**src/rtl/watchdog_timer_core_pkg.sv**
```systemverilog
// Shared constants for the watchdog: default limits, counter width and the
// reduced parameter pair used for formal runs and the bench.
package watchdog_pkg;

    localparam int unsigned WD_CNT_W           = 32;
    localparam int unsigned WD_TIMEOUT_DEFAULT = 125_000_000;
    localparam int unsigned WD_WARN_DEFAULT    = 100_000_000;

    localparam int unsigned WD_TIMEOUT_FORMAL  = 16;
    localparam int unsigned WD_WARN_FORMAL     = 12;

endpackage

```
**src/rtl/watchdog_timer_core_if.sv**
```systemverilog
// Control/status bundle between software-facing logic (master) and the
// watchdog core (slave).
interface watchdog_timer_core_if;
    import watchdog_pkg::*;

    logic                heartbeat;
    logic                force_reset;
    logic                enable;
    logic                triggered;
    logic                warning;
    logic [WD_CNT_W-1:0] counter;

    modport master (
        output heartbeat, force_reset, enable,
        input  triggered, warning, counter
    );

    modport slave (
        input  heartbeat, force_reset, enable,
        output triggered, warning, counter
    );

endinterface

```
**src/rtl/watchdog_timer_core.sv**
```systemverilog
// Heartbeat watchdog: counts cycles since the last service, warns near the
// limit and latches a trip flag. Formal properties under WATCHDOG_FORMAL_EN.
module watchdog_timer_core
    import watchdog_pkg::*;
#(
    parameter int unsigned TIMEOUT_CYCLES = WD_TIMEOUT_DEFAULT,
    parameter int unsigned WARN_CYCLES    = WD_WARN_DEFAULT
) (
    input  logic                  clk,
    input  logic                  rst,
    watchdog_timer_core_if.slave  wd
);

    localparam int unsigned CW = WD_CNT_W;
    localparam logic [CW-1:0] TIMEOUT_C = CW'(TIMEOUT_CYCLES);
    localparam logic [CW-1:0] WARN_C    = CW'(WARN_CYCLES);

    if (TIMEOUT_CYCLES < 2 || WARN_CYCLES < 1 || WARN_CYCLES >= TIMEOUT_CYCLES) begin : g_param_chk
        $error("watchdog_timer_core: need 1 <= WARN_CYCLES < TIMEOUT_CYCLES, TIMEOUT_CYCLES >= 2");
    end

    logic [CW-1:0] counter_q, counter_d;
    logic          warning_q, warning_d;
    logic          triggered_q, triggered_d;
    logic [CW-1:0] cnt_inc;

    assign cnt_inc = counter_q + CW'(1);

    always_comb begin
        counter_d   = counter_q;
        warning_d   = warning_q;
        triggered_d = triggered_q;
        if (wd.force_reset) begin
            counter_d   = '0;
            warning_d   = 1'b0;
            triggered_d = 1'b0;
        end else if (!wd.enable) begin
            counter_d = '0;
            warning_d = 1'b0;
        end else if (triggered_q) begin
            // Re-pin the count after a disable/re-enable while tripped.
            counter_d = TIMEOUT_C;
            warning_d = 1'b0;
        end else if (wd.heartbeat) begin
            counter_d = '0;
            warning_d = 1'b0;
        end else begin
            counter_d = cnt_inc;
            if (cnt_inc >= WARN_C) warning_d = 1'b1;
            if (cnt_inc == TIMEOUT_C) begin
                triggered_d = 1'b1;
                warning_d   = 1'b0;
            end
        end
    end

    always_ff @(posedge clk or posedge rst) begin
        if (rst) begin
            counter_q   <= '0;
            warning_q   <= 1'b0;
            triggered_q <= 1'b0;
        end else begin
            counter_q   <= counter_d;
            warning_q   <= warning_d;
            triggered_q <= triggered_d;
        end
    end

    assign wd.counter   = counter_q;
    assign wd.warning   = warning_q;
    assign wd.triggered = triggered_q;

`ifdef WATCHDOG_FORMAL_EN
    logic f_past_valid = 1'b0;
    always @(posedge clk) f_past_valid <= 1'b1;

    always @(*) if (!f_past_valid) assume (rst);

    always @(*) begin
        assert (counter_q <= TIMEOUT_C);
        if (triggered_q) assert (!warning_q);
        if (warning_q)   assert (counter_q >= WARN_C);
    end

    a_trip_count: assert property (@(posedge clk) disable iff (rst)
        (f_past_valid && triggered_q && $past(wd.enable) && !$past(rst)) |-> counter_q == TIMEOUT_C);
    a_trip_cause: assert property (@(posedge clk) disable iff (rst)
        (f_past_valid && $rose(triggered_q) && !$past(rst)) |-> $past(wd.enable && !wd.heartbeat));
    a_disable_clr: assert property (@(posedge clk) disable iff (rst)
        (f_past_valid && !wd.enable) |=> counter_q == '0);

    c_trip: cover property (@(posedge clk) $rose(triggered_q));
    c_trip_rst_rearm: cover property (@(posedge clk)
        triggered_q ##[1:$] rst ##[1:$] (!rst && wd.enable && !triggered_q));
`endif

endmodule

```
**src/flat_wrapper.sv**
```systemverilog
// flat-port wrapper written by rule: the top's interface ports become plain ports
module watchdog_timer_core_flat import watchdog_pkg::*;
#(
    parameter int unsigned TIMEOUT_CYCLES = WD_TIMEOUT_DEFAULT,
    parameter int unsigned WARN_CYCLES    = WD_WARN_DEFAULT
)
  (clk, rst, wd_heartbeat, wd_force_reset, wd_enable, wd_triggered, wd_warning, wd_counter);
  watchdog_timer_core_if wd_i ();
  input  logic clk;
  input  logic rst;
  input wire logic [$bits(wd_i.heartbeat)-1:0] wd_heartbeat;
  input wire logic [$bits(wd_i.force_reset)-1:0] wd_force_reset;
  input wire logic [$bits(wd_i.enable)-1:0] wd_enable;
  output wire logic [$bits(wd_i.triggered)-1:0] wd_triggered;
  output wire logic [$bits(wd_i.warning)-1:0] wd_warning;
  output wire logic [$bits(wd_i.counter)-1:0] wd_counter;
  assign wd_i.heartbeat = wd_heartbeat;
  assign wd_i.force_reset = wd_force_reset;
  assign wd_i.enable = wd_enable;
  assign wd_triggered = wd_i.triggered;
  assign wd_warning = wd_i.warning;
  assign wd_counter = wd_i.counter;
  watchdog_timer_core #(.TIMEOUT_CYCLES(TIMEOUT_CYCLES), .WARN_CYCLES(WARN_CYCLES)) u_core (.clk(clk), .rst(rst), .wd(wd_i));
endmodule
```
**config.mk**
```make
export PLATFORM = sky130hd
export DESIGN_NAME = watchdog_timer_core_flat
export DESIGN_NICKNAME = d
export VERILOG_FILES = /design/src/rtl/watchdog_timer_core_pkg.sv /design/src/rtl/watchdog_timer_core_if.sv /design/src/rtl/watchdog_timer_core.sv /design/src/flat_wrapper.sv
export SDC_FILE = /design/constraint.sdc
export NUM_CORES = 1
export LEC_CHECK = 0
export ABC_CLOCK_PERIOD_IN_PS = 3000
export CORE_MARGIN = 1.5
export CORE_UTILIZATION = 53
export DETAILED_ROUTE_END_ITERATION = 8
export PLACE_DENSITY = 0.8
export SLEW_MARGIN = 20
export SYNTH_ARGS = -nofsm -noshare
export SYNTH_HDL_FRONTEND = slang
export SYNTH_SLANG_ARGS = --single-unit
```
**constraint.sdc**
```tcl
create_clock -name clk -period 3 [get_ports clk]
set_input_delay 0.6 -clock clk [delete_from_list [all_inputs] [get_ports clk]]
set_output_delay 0.6 -clock clk [all_outputs]
set_load 0.01 [all_outputs]
```
==> metrics.yaml <==
cp.depth: 7
clk_latency_ns: 0.29
die_width_um: 66.9
cp-end-kind: "flop"
wirelength_mm: 5.79
skew_ns: 0.00306
hold_end: "u_core.wd.counter[0]"
postPlaceCellArea_um2: 2660
finalSetupViolCount: 0
rsz0062_at_grt: "no"
insertedDiodeCount: 0
hpwlAfterDp_mm: 4.19
tns_ns: 0
synth-main-ff-cell: "dfrtp_1"
path_delay_family: "simple AND/OR/NAND/NOR gates"
critPathKind: "reg2reg"
grt.overflow.total: 0
cp_data_required_time_ns: 3.18
synth_area_per_cell_um2: 8.97
cts_tree: "built"
timing.final.crit_share_pct: 95.4
cp.arrival_ns: 3.04
grt_first_pass_wirelength_mm: 9.58
grt_max_degree: 35
rr_startpoint: "u_core.wd.counter[3]"
path_buf_inv: 0
drc: 0
yosys-top-cells-count: "dfrtp_1, nor2_1, nand4_1"
first_pass_iters: 5
dieHeight_um: 66.9
tightest_slew_ns: 0.535
globalplace.congestion: 0.910
async_reset_ff_share_pct: 100
hold_viol: 0
seq_area_um2: 851
r2r_setup_slack_ns: 0.14
hp-class: "reg2reg"
synth_cell_types: 48
cts_sinks: 34
final_design_area_no_fill_um2: 2770
clk_pin_slew_worst_paths_ns: 0.07
max_freq_ghz: 0.349
yosys_register_bits: 34
crit_path_top_delay_cell: "dfrtp_1"
p_leak_nw: 1.11
crit_path_max_incr_delay_ns: 0.52
synth_edf_count: 0
ios: 39
drt.antenna.violating_nets: 0
cts_buffers: 5
synth_top_cell_area_share_pct: 39.4
multi_input_area_um2: 1230
drive_above_1_share_pct: 10.7
nNetsFinal: 296
hold_path_depth: 2
yosysTopAreaCell: "dfrtp_1"
final_cell_count_no_fill: 341
vias: 2100
rr_endpoint: "u_core.wd.warning"
rr_worst_depth: 7
ys_top_cells_by_area: "dfrtp_1, xnor2_1, nand4_1"
drt-wirelength-per-cell_um: 17.0
synth_area_um2: 2160
root_buffer: "clkbuf_8"
fillers: 328
placementRows: 23
dr.first_iter.drc_count: 144
cap_violations: 0
core_um2: 3970
dp.cells: 333
ir_drop_mv: 0.336
hp-start: "u_core.wd.counter[0]"
finalCriticalPeriod_ns: 2.86
cp_common_cell: "nand4_1"
holdBufCountCts: 0
post_synth_inst_count: 241
grt_pass1_vias: 2032
grt_antenna_before_repair: 0
start_util_pct: 54.4
seq_area_frac_synth_pct: 39.4
yosysMostFrequentCell: "dfrtp_1"
relSlewSlack_pct: 64.3
crit_fanout: 8
status: "finished clean"
syn2layout_area_growth_pct: 28.3
power_density_nw_per_um2: 320
htreeDepth: 2
portBuffers: 38
critPathLaunchType: "flop"
yosys_warnings: 0
slew_viol_final: 0
grt_usage_pct: 28.7
syn-num-nets: 247
clock_path_buffers: 2
hold_slack_ns: 0.595
via_per_inst: 6.16
dieArea_um2: 4470
cp_cell_sequence: "and4_1 > nand4_1 > or3_1 > a2111oi_1 > nand4_1 > or4_1 > o211a_1"
metrics by stage:
step                power [mW]  util, %  setup WS [ns]
floorplan                0.482        -          0.207
global route             0.919     69.8         0.0264
CTS                      0.891     69.8          0.105
detailed placement       0.497     67.0          0.122
finish                   0.888     69.8          0.137
global placement         0.496     67.0          0.281
report_power, final:
group	internal (mW)	total [mW]	switching [mW]
Combinational	0.00893	0.0274	0.0185
Sequential	0.459	0.459	0.000419
Clock	0.232	0.401	0.169
cells in the final DEF, fill, tap and decap left out, types with 6 or more instances in the layout:
cell and count:
dfrtp_1 34, clkdlybuf4s50_1 38, nand2_1 15, inv_1 10, nand3_1 11, buf_4 14, nor4_1 6, nand4_1 19
xor2_1 10, and3_1 8, clkbuf_8 8, nor3_1 9, nor2_1 30, o21ai_0 13, xnor2_1 17
cell families (layout without fill, tap and decap cells):
group | after synthesis | count (layout) | share of synthesized area [%]
muxes | 2 | 2 | 0.984
DFF | 34 | 34 | 39.4
and+or+nand+nor | 120 | 120 | 32.3
adders and majority gates | 1 | 1 | 0.579
xor gates and xnor gates | 27 | 27 | 10.9
buffers and inverters | 20 | 70 | 3.94
AOI/OAI and AO/OA | 37 | 37 | 11.9
how the worst max path moves through the flow:
stage                               startpoint           endpoint  slack, ns
after floorplan           u_core.wd.counter[0]  u_core.wd.warning       0.21
after global placement    u_core.wd.counter[0]  u_core.wd.warning       0.28
after detailed placement  u_core.wd.counter[2]  u_core.wd.warning       0.12
after CTS                 u_core.wd.counter[2]  u_core.wd.warning       0.11
after global routing      u_core.wd.counter[0]  u_core.wd.warning       0.03
final                     u_core.wd.counter[3]  u_core.wd.warning       0.14
layout make-up:
cell class                      count  share of cell area (%)
Clock buffer                        8                    3.97
Inverter                           10                    1.35
Multi-Input combinational cell    187                    44.2
Sequential cell                    34                    30.7
Tap cell                           50                    2.26
Timing Repair Buffer               52                    17.5
what timing repair did:
action                     CTS  global route
setup endpoints to repair    0             2
buffers inserted             0             0
gates resized for setup      0             1
flip-flops by register name (all words and copies together), names as in the netlist:
signal               flops
u_core.wd.triggered      1
u_core.wd.warning        1
u_core.wd.counter       32
per-layer routing:
metal | vias up | global-route usage (%) | share of wire, %
met4 | 0 | 10.7 | 1.3
li1 | 978 | - | -
met2 | 98 | 43.9 | 47
met1 | 1015 | 40.4 | 46
met5 | - | 0 | 0
met3 | 9 | 5.07 | 5.8
worst min-delay path, cell delays in order (launching register included):
cell and delay [ns]:
dfrtp_1 0.36, buf_4 0.15, nor2_1 0.05
No activity file was read; power rests on OpenSTA's default activity.
